**config.mk**
```make
export PLATFORM = sky130hd
export DESIGN_NAME = ps2_host_tx_flat
export DESIGN_NICKNAME = d
export VERILOG_FILES = /design/src/rtl/ps2_host_tx_pkg.sv /design/src/rtl/ps2_host_tx_if.sv /design/src/rtl/ps2_host_tx_sync_edge.sv /design/src/rtl/ps2_host_tx.sv /design/src/flat_wrapper.sv
export SDC_FILE = /design/constraint.sdc
export NUM_CORES = 1
export LEC_CHECK = 0
export CAP_MARGIN = 10
export CORE_MARGIN = 2
export CORE_UTILIZATION = 58
export DETAILED_ROUTE_END_ITERATION = 10
export PLACE_DENSITY = 0.79
export SLEW_MARGIN = 10
export SYNTH_ARGS = -nofsm -noshare
export SYNTH_HDL_FRONTEND = slang
export SYNTH_SLANG_ARGS = --single-unit
```
**constraint.sdc**
```tcl
create_clock -name clock -period 2.7 [get_ports clock]
set_input_delay 0.54 -clock clock [delete_from_list [all_inputs] [get_ports clock]]
set_output_delay 0.54 -clock clock [all_outputs]
set_load 0.01 [all_outputs]
```
**src/rtl/ps2_host_tx_pkg.sv**
```systemverilog
// Shared types and constants for the PS/2 host-to-device transmitter.
package ps2_pkg;

   typedef enum logic [2:0] {
      IDLE,
      INHIBIT,
      REQ,
      WAIT_DEV,
      DATA,
      ACK,
      WAIT_IDLE,
      ERR
   } ps2_state_t;

   localparam logic [7:0] CMD_SET_LEDS = 8'hED;
   localparam logic [7:0] CMD_RESET    = 8'hFF;
   localparam logic [7:0] CMD_ENABLE   = 8'hF4;
   localparam logic [7:0] ACK_BYTE     = 8'hFA;

   // PS/2 frames carry odd parity: the parity bit makes the total count of ones odd.
   function automatic logic odd_parity(input logic [7:0] b);
      return ~^b;
   endfunction

endpackage

```
**src/rtl/ps2_host_tx_if.sv**
```systemverilog
// Command handshake between the host logic and the PS/2 transmitter.
interface ps2_host_tx_if;
   logic       tx_valid;
   logic [7:0] tx_data;
   logic       tx_ready;
   logic       tx_done;
   logic       tx_ack_err;
   logic       tx_timeout;

   modport master (
      output tx_valid, tx_data,
      input  tx_ready, tx_done, tx_ack_err, tx_timeout
   );

   modport slave (
      input  tx_valid, tx_data,
      output tx_ready, tx_done, tx_ack_err, tx_timeout
   );
endinterface

```
**src/rtl/ps2_host_tx_sync_edge.sv**
```systemverilog
// Multi-stage synchronizer for an asynchronous PS/2 line plus a falling-edge strobe.
// The chain resets to 1 because an idle PS/2 line floats high.
module ps2_sync_edge #(
   parameter int SYNC_STAGES = 2
) (
   input  logic clock,
   input  logic resetn,
   input  logic line_in,
   output logic sync,
   output logic fe
);

   logic [SYNC_STAGES-1:0] chain;
   logic                   prev;

   // Shift the raw pin through the chain and keep the last synchronized level.
   always_ff @(posedge clock or negedge resetn) begin
      if (!resetn) begin
         chain <= '1;
         prev  <= 1'b1;
      end else begin
         chain <= {chain[SYNC_STAGES-2:0], line_in};
         prev  <= chain[SYNC_STAGES-1];
      end
   end

   assign sync = chain[SYNC_STAGES-1];
   assign fe   = prev & ~sync;

endmodule

```
**src/rtl/ps2_host_tx.sv**
```systemverilog
// PS/2 host-to-device transmitter: requests the bus, shifts out one command byte
// on the device-generated clock and checks the device acknowledge.
//
// state     | meaning
// ----------+--------------------------------------------------------------
// IDLE      | lines released, ready for a command byte
// INHIBIT   | holding ps2_clock low to request the bus
// REQ       | one cycle with clock and data both low (start bit)
// WAIT_DEV  | clock released, data low, waiting for first device falling edge
// DATA      | shifting data bits then parity, releasing data for the stop bit
// ACK       | sampling the device acknowledge on the 11th falling edge
// WAIT_IDLE | waiting for the device to release both lines
// ERR       | lines released, error pulse for one cycle
module ps2_host_tx
   import ps2_pkg::*;
#(
   parameter int INHIBIT_CYCLES = 6000,
   parameter int START_TIMEOUT  = 750000,
   parameter int PACKET_TIMEOUT = 100000,
   parameter int SYNC_STAGES    = 2
) (
   input  logic        clock,
   input  logic        resetn,
   ps2_host_tx_if.slave host,
   input  logic        ps2_clk_in,
   input  logic        ps2_data_in,
   output logic        ps2_clk_oe,
   output logic        ps2_data_oe,
   output logic        rx_inhibit
);

   localparam int MAX_AB  = (START_TIMEOUT > PACKET_TIMEOUT) ? START_TIMEOUT : PACKET_TIMEOUT;
   localparam int CNT_MAX = (MAX_AB > INHIBIT_CYCLES) ? MAX_AB : INHIBIT_CYCLES;
   localparam int CNT_W   = $clog2(CNT_MAX + 1);

   // Counter loads are terminal-count minus one so a state lasts exactly N cycles.
   localparam logic [CNT_W-1:0] INH_LOAD   = CNT_W'(INHIBIT_CYCLES - 1);
   localparam logic [CNT_W-1:0] START_LOAD = CNT_W'(START_TIMEOUT - 1);
   localparam logic [CNT_W-1:0] PKT_LOAD   = CNT_W'(PACKET_TIMEOUT - 1);

   ps2_state_t             state, state_next;
   logic [CNT_W-1:0]       cnt;
   logic                   cnt_zero;
   logic [7:0]             data_q;
   logic                   par_q;
   logic [3:0]             bit_idx;
   logic                   clk_sync, clk_fe, data_sync;
   logic [SYNC_STAGES-1:0] data_chain;
   logic                   err_is_ack;
   logic                   clk_oe_d, data_oe_d, done_d, ack_err_d, timeout_d;

   ps2_sync_edge #(.SYNC_STAGES(SYNC_STAGES)) u_clk_sync (
      .clock   (clock),
      .resetn  (resetn),
      .line_in (ps2_clk_in),
      .sync    (clk_sync),
      .fe      (clk_fe)
   );

   // Data line only needs its level, so it gets a bare synchronizer chain.
   always_ff @(posedge clock or negedge resetn) begin
      if (!resetn) data_chain <= '1;
      else         data_chain <= {data_chain[SYNC_STAGES-2:0], ps2_data_in};
   end

   assign data_sync = data_chain[SYNC_STAGES-1];
   assign cnt_zero  = (cnt == '0);

   // State register.
   always_ff @(posedge clock or negedge resetn) begin
      if (!resetn) state <= IDLE;
      else         state <= state_next;
   end

   // Next-state decode; device edges take priority over a coincident timeout.
   always_comb begin
      state_next = state;
      err_is_ack = 1'b0;
      unique case (state)
         IDLE:      if (host.tx_valid) state_next = INHIBIT;
         INHIBIT:   if (cnt_zero) state_next = REQ;
         REQ:       state_next = WAIT_DEV;
         WAIT_DEV: begin
            if (clk_fe)        state_next = DATA;
            else if (cnt_zero) state_next = ERR;
         end
         DATA: begin
            if (clk_fe) begin
               if (bit_idx == 4'd9) state_next = ACK;
            end else if (cnt_zero) begin
               state_next = ERR;
            end
         end
         ACK: begin
            if (clk_fe) begin
               if (data_sync) begin
                  state_next = ERR;
                  err_is_ack = 1'b1;
               end else begin
                  state_next = WAIT_IDLE;
               end
            end else if (cnt_zero) begin
               state_next = ERR;
            end
         end
         WAIT_IDLE: begin
            if (clk_sync && data_sync) state_next = IDLE;
            else if (cnt_zero)         state_next = ERR;
         end
         ERR:       state_next = IDLE;
         default:   state_next = IDLE;
      endcase
   end

   // Byte capture, bit index and the shared saturating down-counter.
   always_ff @(posedge clock or negedge resetn) begin
      if (!resetn) begin
         cnt     <= '0;
         data_q  <= '0;
         par_q   <= 1'b0;
         bit_idx <= '0;
      end else begin
         if (state == IDLE && host.tx_valid) begin
            data_q <= host.tx_data;
            par_q  <= odd_parity(host.tx_data);
         end

         // The packet budget keeps running from DATA into ACK; WAIT_IDLE gets a fresh one.
         if (state_next != state && state_next == INHIBIT)        cnt <= INH_LOAD;
         else if (state_next != state && state_next == WAIT_DEV)  cnt <= START_LOAD;
         else if (state_next != state && state_next == DATA)      cnt <= PKT_LOAD;
         else if (state_next != state && state_next == WAIT_IDLE) cnt <= PKT_LOAD;
         else if (!cnt_zero)                                      cnt <= cnt - 1'b1;

         if (state == WAIT_DEV && clk_fe)  bit_idx <= 4'd1;
         else if (state == DATA && clk_fe) bit_idx <= bit_idx + 4'd1;
      end
   end

   // Output decode from the upcoming state so the pin enables can be registered.
   always_comb begin
      clk_oe_d  = (state_next == INHIBIT) || (state_next == REQ);
      data_oe_d = 1'b0;
      done_d    = (state == WAIT_IDLE) && (state_next == IDLE);
      ack_err_d = (state_next == ERR) && err_is_ack;
      timeout_d = (state_next == ERR) && !err_is_ack;
      unique case (state_next)
         REQ, WAIT_DEV: data_oe_d = 1'b1;
         DATA: begin
            if (clk_fe) begin
               if (state == WAIT_DEV)     data_oe_d = ~data_q[0];
               else if (bit_idx < 4'd8)   data_oe_d = ~data_q[bit_idx[2:0]];
               else                       data_oe_d = ~par_q;
            end else begin
               data_oe_d = ps2_data_oe;
            end
         end
         default: data_oe_d = 1'b0;
      endcase
   end

   // Registered pin enables and completion pulses.
   always_ff @(posedge clock or negedge resetn) begin
      if (!resetn) begin
         ps2_clk_oe      <= 1'b0;
         ps2_data_oe     <= 1'b0;
         host.tx_done    <= 1'b0;
         host.tx_ack_err <= 1'b0;
         host.tx_timeout <= 1'b0;
      end else begin
         ps2_clk_oe      <= clk_oe_d;
         ps2_data_oe     <= data_oe_d;
         host.tx_done    <= done_d;
         host.tx_ack_err <= ack_err_d;
         host.tx_timeout <= timeout_d;
      end
   end

   assign host.tx_ready = (state == IDLE);
   assign rx_inhibit    = (state != IDLE);

endmodule

```
**src/flat_wrapper.sv**
```systemverilog
// flat-port wrapper written by rule: the top's interface ports become plain ports
module ps2_host_tx_flat import ps2_pkg::*;
#(
   parameter int INHIBIT_CYCLES = 6000,
   parameter int START_TIMEOUT  = 750000,
   parameter int PACKET_TIMEOUT = 100000,
   parameter int SYNC_STAGES    = 2
)
  (clock, resetn, ps2_clk_in, ps2_data_in, ps2_clk_oe, ps2_data_oe, rx_inhibit, host_tx_valid, host_tx_data, host_tx_ready, host_tx_done, host_tx_ack_err, host_tx_timeout);
  ps2_host_tx_if host_i ();
  input  logic clock;
  input  logic resetn;
  input  logic ps2_clk_in;
  input  logic ps2_data_in;
  output logic ps2_clk_oe;
  output logic ps2_data_oe;
  output logic rx_inhibit;
  input wire logic [$bits(host_i.tx_valid)-1:0] host_tx_valid;
  input wire logic [$bits(host_i.tx_data)-1:0] host_tx_data;
  output wire logic [$bits(host_i.tx_ready)-1:0] host_tx_ready;
  output wire logic [$bits(host_i.tx_done)-1:0] host_tx_done;
  output wire logic [$bits(host_i.tx_ack_err)-1:0] host_tx_ack_err;
  output wire logic [$bits(host_i.tx_timeout)-1:0] host_tx_timeout;
  assign host_i.tx_valid = host_tx_valid;
  assign host_i.tx_data = host_tx_data;
  assign host_tx_ready = host_i.tx_ready;
  assign host_tx_done = host_i.tx_done;
  assign host_tx_ack_err = host_i.tx_ack_err;
  assign host_tx_timeout = host_i.tx_timeout;
  ps2_host_tx #(.INHIBIT_CYCLES(INHIBIT_CYCLES), .START_TIMEOUT(START_TIMEOUT), .PACKET_TIMEOUT(PACKET_TIMEOUT), .SYNC_STAGES(SYNC_STAGES)) u_core (.clock(clock), .resetn(resetn), .host(host_i), .ps2_clk_in(ps2_clk_in), .ps2_data_in(ps2_data_in), .ps2_clk_oe(ps2_clk_oe), .ps2_data_oe(ps2_data_oe), .rx_inhibit(rx_inhibit));
endmodule
```
; Word level (Yosys, flattened, before mapping)
; Cells that the tools add are included.
[totals]
reg_bits = 46
out_inout_bits = 7
[classes]
add_sub_neg = 2
magnitude_cmp = 2
eq_ne = 17
mux = 26
n_bitwise = 5
n_reduce_logical = 20
[op_table]
columns = operator, count
row1 = 20-bit 2-to-1 mux, 5
row2 = 3-bit 2-to-1 mux, 8
row3 = 3-bit one-hot mux with 8 select lines, 1
row4 = "3-bit equality test, second input constant", 7
row5 = 20-bit logical NOT, 1
row6 = "20-bit by 1-bit subtractor with 20-bit output, second input constant", 1
row7 = "3-bit by 2-bit equality test with 1-bit output, second input constant", 4
row8 = 1-bit logical AND, 11
row9 = 1-bit 2-to-1 mux, 8
row10 = 4-bit 2-to-1 mux, 2
row11 = 8-bit XNOR reduction, 1
row12 = "3-bit by 1-bit equality test with 1-bit output, second input constant", 2
row13 = 3-bit logical NOT, 2
row14 = "5-bit inequality test, second input constant", 1
row15 = "4-bit by 1-bit adder with 4-bit output, second input constant", 1
row16 = "4-bit equality test, second input constant", 1
row17 = "3-bit by 4-bit less-than comparator with 1-bit output, second input constant", 1
row18 = "4-bit less-than comparator, second input constant", 1
row19 = 1-bit NOT, 4
row20 = 1-bit binary-select mux with 3-bit select, 1
row21 = 3-bit inequality test, 1
row22 = 3-bit nonzero test, 1
row23 = "2-bit by 1-bit inequality test with 1-bit output, second input constant", 1
row24 = 1-bit one-hot mux with 2 select lines, 1
row25 = 5 further kinds, 5

; Longest topological paths before layout
[depth]
word_depth = 10
ltp_mapped = 10
ltp_nobuf = 10

; Hierarchy
; Synthesis repeated with hierarchy kept, for this count alone.
[unflattened]
cells_unflattened = 257
area_unflattened_um2 = 2518.7
[modules_own_cells]
columns = module, n_inst, cells_per_inst, area_per_inst_um2, seq_area_each_um2
row1 = ps2_host_tx, 1, 253, 2426.1, 1078.5
row2 = ps2_sync_edge, 1, 4, 92.6, 78.8

; Least setup slack after synthesis
; No wires, ideal clock.
[synth_timing]
kind = register to register
start = register u_core.cnt[15]
end = register u_core.cnt[10]
setup_time_ns = 0.146
arrival_time_ns = 2.199
setup_slack_ns = 0.355
path_stages_with_launch = 8
path_buffers = 0
period_less_slack_ns = 2.345
cell_sequence = dfrtp_1 > or4_4 > or3_4 > nor2_8 > nor2_1 > a21oi_2 > mux2i_2 > a22oi_1
[synth_via]
elab_chain_cells = 10
elab_cells_between_ends = 22
classes_between = 6 x eq/ne / 11 x mux / 5 x reduce/logical
[synth_lines]
columns = element, line
row1 = start: declaration, ps2_host_tx.sv:42  ; logic [CNT_W-1:0] cnt;
row2 = start signal: assignment, ps2_host_tx.sv:133  ; else if (!cnt_zero) cnt <= cnt - 1'b1;
row3 = 20-bit logical NOT (*), ps2_host_tx.sv:67  ; assign cnt_zero = (cnt == '0);
row4 = 3-bit 2-to-1 mux, -
row5 = "3-bit 2-to-1 mux, on equally long branches", -
row6 = 3-bit one-hot mux with 8 select lines, ps2_host_tx.sv:79  ; unique case (state)
row7 = 3-bit inequality test or 3-bit equality test (tied branches), -
row8 = 1-bit logical AND, ps2_host_tx.sv:132  ; else if (state_next != state && state_next == WAIT_IDLE) cnt <= PKT_LOAD;
row9 = 20-bit 2-to-1 mux, ps2_host_tx.sv:132
row10 = 20-bit 2-to-1 mux, ps2_host_tx.sv:131  ; else if (state_next != state && state_next == DATA) cnt <= PKT_LOAD;
row11 = 20-bit 2-to-1 mux, ps2_host_tx.sv:130  ; else if (state_next != state && state_next == WAIT_DEV) cnt <= START_LOAD;
row12 = 20-bit 2-to-1 mux, ps2_host_tx.sv:129  ; if (state_next != state && state_next == INHIBIT) cnt <= INH_LOAD;
; Every way passes the cells marked *; elsewhere a longest branch is shown, timed or not.
; A chain may end at the register's enable or synchronous reset.

; Final worst setup path
[layout_timing]
start = register u_core.state[1]
end = output port host_tx_ready
[layout_via]
elab_chain_cells = 1
[layout_lines]
columns = element, line
row1 = start: declaration, ps2_host_tx.sv:41  ; ps2_state_t state, state_next;
row2 = start signal: assignment, ps2_host_tx.sv:72  ; else state <= state_next;
row3 = 3-bit logical NOT, ps2_host_tx.sv:179  ; assign host.tx_ready = (state == IDLE);
row4 = end: declaration, flat_wrapper.sv:20  ; output wire logic [$bits(host_i.tx_ready)-1:0] host_tx_ready;
; No other way between the ends.

==> impl.org <==
** STA
- Setup TNS :: 0 ns
- Max-slew violation total from the final report :: 0
- Timing would allow up to 393 MHz.
- RSZ-0062 raised after global routing :: false
- Headroom to the max-slew limit :: 0.578
- The number of hold violations in the final report came to 0.
- The worst path meets setup with 0.158 ns of slack.
- The smallest clock period supported by the final layout is computed as 2.54 ns.
- Worst clock skew :: 0.00326 ns
- At the pin with the least slew margin, the transition time is 0.629 ns.
- Portion of the clock cycle consumed by the worst path in the final layout :: 0.941
- Final setup viols :: 0

** Detailed routing
- After detailed routing, the number of remaining DRC violations is 0.
- Dividing the detail-routed wire length by the instance count gives 15.4 um.
- Antenna violation net count after detailed routing :: 0
- In the routed layout, each cell is associated on average with a via count of 5.98.
- Sum of routed wire length over all layers :: 5270 um
- The first detailed-routing pass took 4 iterations.
- Initial detailed-routing violation count :: 108
- Across all layers, the routed design uses 2052 vias.

** Die
- Measured along the x axis, the die boundary spans 71.4 um.
- Core Rows :: 24
- Floorplan Core Area :: 4350 um^2
- Die H :: 71.4 um
- Pin placement for this block handled 20 I/O pins.
- Area enclosed by the die boundary :: 5100 um^2
- The initial utilization of the core area, before any placement, comes to 0.605.

** Synthesis
- The synthesized design contains 0 enable-type register cells.
- In this run, synthesis produced a sequential element count of 46.
- Top cells by area in the synthesized netlist :: sky130_fd_sc_hd__dfrtp_1 39%, sky130_fd_sc_hd__dfstp_2 5.0%, sky130_fd_sc_hd__xor2_1 4.3%
- Cell Area, Synth :: 2640 um^2
- Commonest register cell after synthesis :: sky130_fd_sc_hd__dfrtp_1
- FFs w/ async S/R, synth :: 1.00
- The share of the Yosys chip area taken by registers is 0.439.
- Among all cell types in the netlist, the one instantiated most often is sky130_fd_sc_hd__dfrtp_1.
- The Yosys step of the flow raised 0 warnings.
- Share of the synthesized area in the top cell type :: 0.389
- sky130_fd_sc_hd__dfrtp_1 takes more of the synthesized area than any other cell.
- Count of different cell masters after synthesis :: 61
- The commonest cells after synthesis are 41 x sky130_fd_sc_hd__dfrtp_1, 29 x sky130_fd_sc_hd__nand2_1, 27 x sky130_fd_sc_hd__nor2_1.
- Syn_area_per_cell :: 9.94 um^2
- Counting every net in the synthesized netlist gives 281.
- Number of instances in the synthesized netlist :: 265

** CTS
- Worst-case clock buffer depth :: 2
- The H-tree was split into 2 levels.
- Clock tree synthesis selected as its root buffer the cell sky130_fd_sc_hd__clkbuf_8.
- Hold repair after CTS inserted 0 buffers.
- Clock latency on the worst-skew pair :: 0.29 ns
- CTS tree :: yes
- Post_cts resized :: 0
- Clock tree synthesis inserted a total of 5 buffers.
- Clock edge transition at the registers on the reported setup and hold paths :: 0.08 ns
- Clock tree synthesis found a total of 46 sinks.
- Once the clock tree was built, the setup fixing pass inserted 0 buffers.

** Setup path
- The endpoint identified for the worst register-to-register timing path is u_core.cnt[10].
- By startpoint and endpoint, the worst setup path is classified as flop to primary output.
- The worst setup path is launched from a flop.
- Highest net fanout along the worst path :: 9
- Counting cells, the worst reg-to-reg path comes to 7.
- STA puts the critical path data arrival time at 2.00 ns.
- The startpoint identified for the worst register-to-register timing path is u_core.cnt[14].
- Data required time at the worst endpoint :: 2.16 ns
- Crit path capture type :: primary output
- R2r setup slk :: 0.19 ns

** Placed design
- Input and output buffers added on the ports amount to 19.
- Once placement finished, the instance area stood at 2920 um^2.
- Final GP Congestion :: 0.846
- Post-placement setup slack :: 0.0989 ns
- DP HPWL :: 3900 um

** Global route
- Number of global-route vias before repair :: 1984
- Total routing usage reported by global routing :: 0.228
- Global routing finished with a remaining overflow of 0.
- Antenna violations before repair :: 0
- Entering global routing, the biggest net connects 26 pins.
- The first global-routing pass estimated 9280 um of wire.

** Power and ir drop
- Power spread over the standard cell area amounts to 581 nW/um^2.
- Worst supply voltage drop on vdd :: 0.000316 V
- The analysis attributes to cell leakage a power of 1.28 nW.

** Run status
- The run finished with clean final reports.

** Cells and area
- The finished cells cover 3020 um^2.
- Area added between synthesis and finish :: 14.8%
- Number of nets in the final layout :: 307
- Fraction of layout cells with a size suffix above 1 :: 0.172
- N_diodes :: 0

** Worst hold path
- The worst hold path belongs to the class input pin to asynchronous set/reset pin.

** Job
- Reported max-cap violation count :: 0
## cell type report
cell class              instances  area (um^2)
well taps                      52         65.1
fillers                       340         1330
flip-flops and latches         46         1160
repair buffers                 27          245
inverters                       7         28.8
multi-input cells             204         1450
clock buffers                   7         76.3
## state kept, by name (all words and copies together) (netlist names)
signal                   count
u_core.par_q                 1
u_core.cnt                  20
u_core.u_clk_sync.chain      2
u_core.data_q                8
u_core.data_chain            2
u_core.state                 3
u_core.host.tx_timeout       1
u_core.u_clk_sync.prev       1
u_core.bit_idx               4
u_core.host.tx_done          1
u_core.ps2_clk_oe            1
u_core.host.tx_ack_err       1
u_core.ps2_data_oe           1
## worst max-delay path by stage
stage	start	slack (ns)	to	cells after the start
finish	u_core.state[1]	0.16	host_tx_ready	4
global route	u_core.cnt[0]	0.04	u_core.cnt[9]	9
CTS	u_core.cnt[0]	0.07	u_core.cnt[9]	9
detailed placement	u_core.cnt[0]	0.1	u_core.cnt[9]	9
global placement	u_core.cnt[0]	0.19	u_core.cnt[10]	9
floorplan	u_core.cnt[15]	0.36	u_core.cnt[10]	7
## cell usage in the layout (no fill, tap or decap), types with 2 or more instances in the layout
| master | netlist | layout |
|---|---|---|
| sky130_fd_sc_hd__inv_1 | 5 | 5 |
| sky130_fd_sc_hd__or3_1 | 2 | 2 |
| sky130_fd_sc_hd__clkdlybuf4s50_1 | 0 | 18 |
| sky130_fd_sc_hd__clkbuf_1 | 8 | 2 |
| sky130_fd_sc_hd__xnor2_1 | 12 | 12 |
| sky130_fd_sc_hd__a21oi_1 | 12 | 12 |
| sky130_fd_sc_hd__ha_1 | 3 | 3 |
| sky130_fd_sc_hd__nor3_1 | 7 | 7 |
| sky130_fd_sc_hd__nand3b_1 | 2 | 2 |
| sky130_fd_sc_hd__and2_1 | 5 | 5 |
| sky130_fd_sc_hd__a22o_1 | 2 | 2 |
| sky130_fd_sc_hd__a31oi_1 | 2 | 2 |
| sky130_fd_sc_hd__o21ai_1 | 4 | 4 |
| sky130_fd_sc_hd__nor2_1 | 27 | 27 |
| sky130_fd_sc_hd__mux2_2 | 8 | 8 |
| sky130_fd_sc_hd__nor2_8 | 2 | 2 |
| sky130_fd_sc_hd__mux4_2 | 2 | 2 |
| sky130_fd_sc_hd__nor2b_1 | 3 | 3 |
| sky130_fd_sc_hd__xor2_1 | 13 | 13 |
| sky130_fd_sc_hd__nand3_1 | 3 | 3 |
| sky130_fd_sc_hd__o41ai_2 | 2 | 2 |
| sky130_fd_sc_hd__nand2_1 | 29 | 29 |
| sky130_fd_sc_hd__clkbuf_8 | 0 | 5 |
| sky130_fd_sc_hd__dfrtp_1 | 41 | 41 |
| sky130_fd_sc_hd__a22oi_1 | 3 | 3 |
| sky130_fd_sc_hd__nand2b_1 | 4 | 4 |
| sky130_fd_sc_hd__buf_4 | 0 | 8 |
| sky130_fd_sc_hd__a21oi_2 | 2 | 2 |
| sky130_fd_sc_hd__o21ai_0 | 16 | 16 |
| sky130_fd_sc_hd__o21a_1 | 5 | 5 |
| sky130_fd_sc_hd__nand4_1 | 2 | 2 |
| sky130_fd_sc_hd__nor3_2 | 2 | 2 |
| sky130_fd_sc_hd__dfstp_2 | 5 | 5 |
## metal layers
layer / vias to the layer above / part of all wire / GRT usage / wire length, um
li1: 995 / - / - / -
met1: 990 / 0.46 / 0.330 / 2430
met2: 62 / 0.48 / 0.360 / 2510
met5: - / 0 / 0 / 0
met3: 5 / 0.054 / 0.0422 / 284
met4: 0 / 0.0091 / 0.0503 / 48
## power breakdown
part           leakage (nW)  switching [mW]  internal (mW)
clock                0.0383           0.215          0.179
combinational         0.686           0.207          0.220
sequential            0.553           0.121          0.815
## logic make-up (layout without fill, tap and decap cells)
group,after synthesis,after routing,synth area share
buffers and inverters,15,41,0.0223
muxes,12,12,0.0603
adders and majority gates,3,3,0.0142
AOI/OAI and AO/OA,61,61,0.163
xor gates and xnor gates,25,25,0.0831
and+or+nand+nor,103,103,0.217
DFF,46,46,0.439
## critical path, stage by stage (launching register included)
cell                              delay, ns
sky130_fd_sc_hd__dfrtp_1               0.47
sky130_fd_sc_hd__buf_4                 0.20
sky130_fd_sc_hd__or3_1                 0.41
sky130_fd_sc_hd__inv_1                 0.09
sky130_fd_sc_hd__clkdlybuf4s50_1       0.53
## through the flow
| step | power, mW | hold WS (ns) | cells | utilization |
|---|---|---|---|---|
| after floorplan | 1.23 | 0.244 | 265 | - |
| after global placement | 1.34 | 0.346 | 336 | 0.670 |
| after detailed placement | 1.36 | 0.349 | 336 | 0.670 |
| after CTS | 1.75 | 0.233 | 343 | 0.687 |
| after global routing | 1.86 | 0.256 | 343 | 0.695 |
| final | 1.76 | 0.219 | 343 | 0.695 |
(Power assumes the default switching activity.)
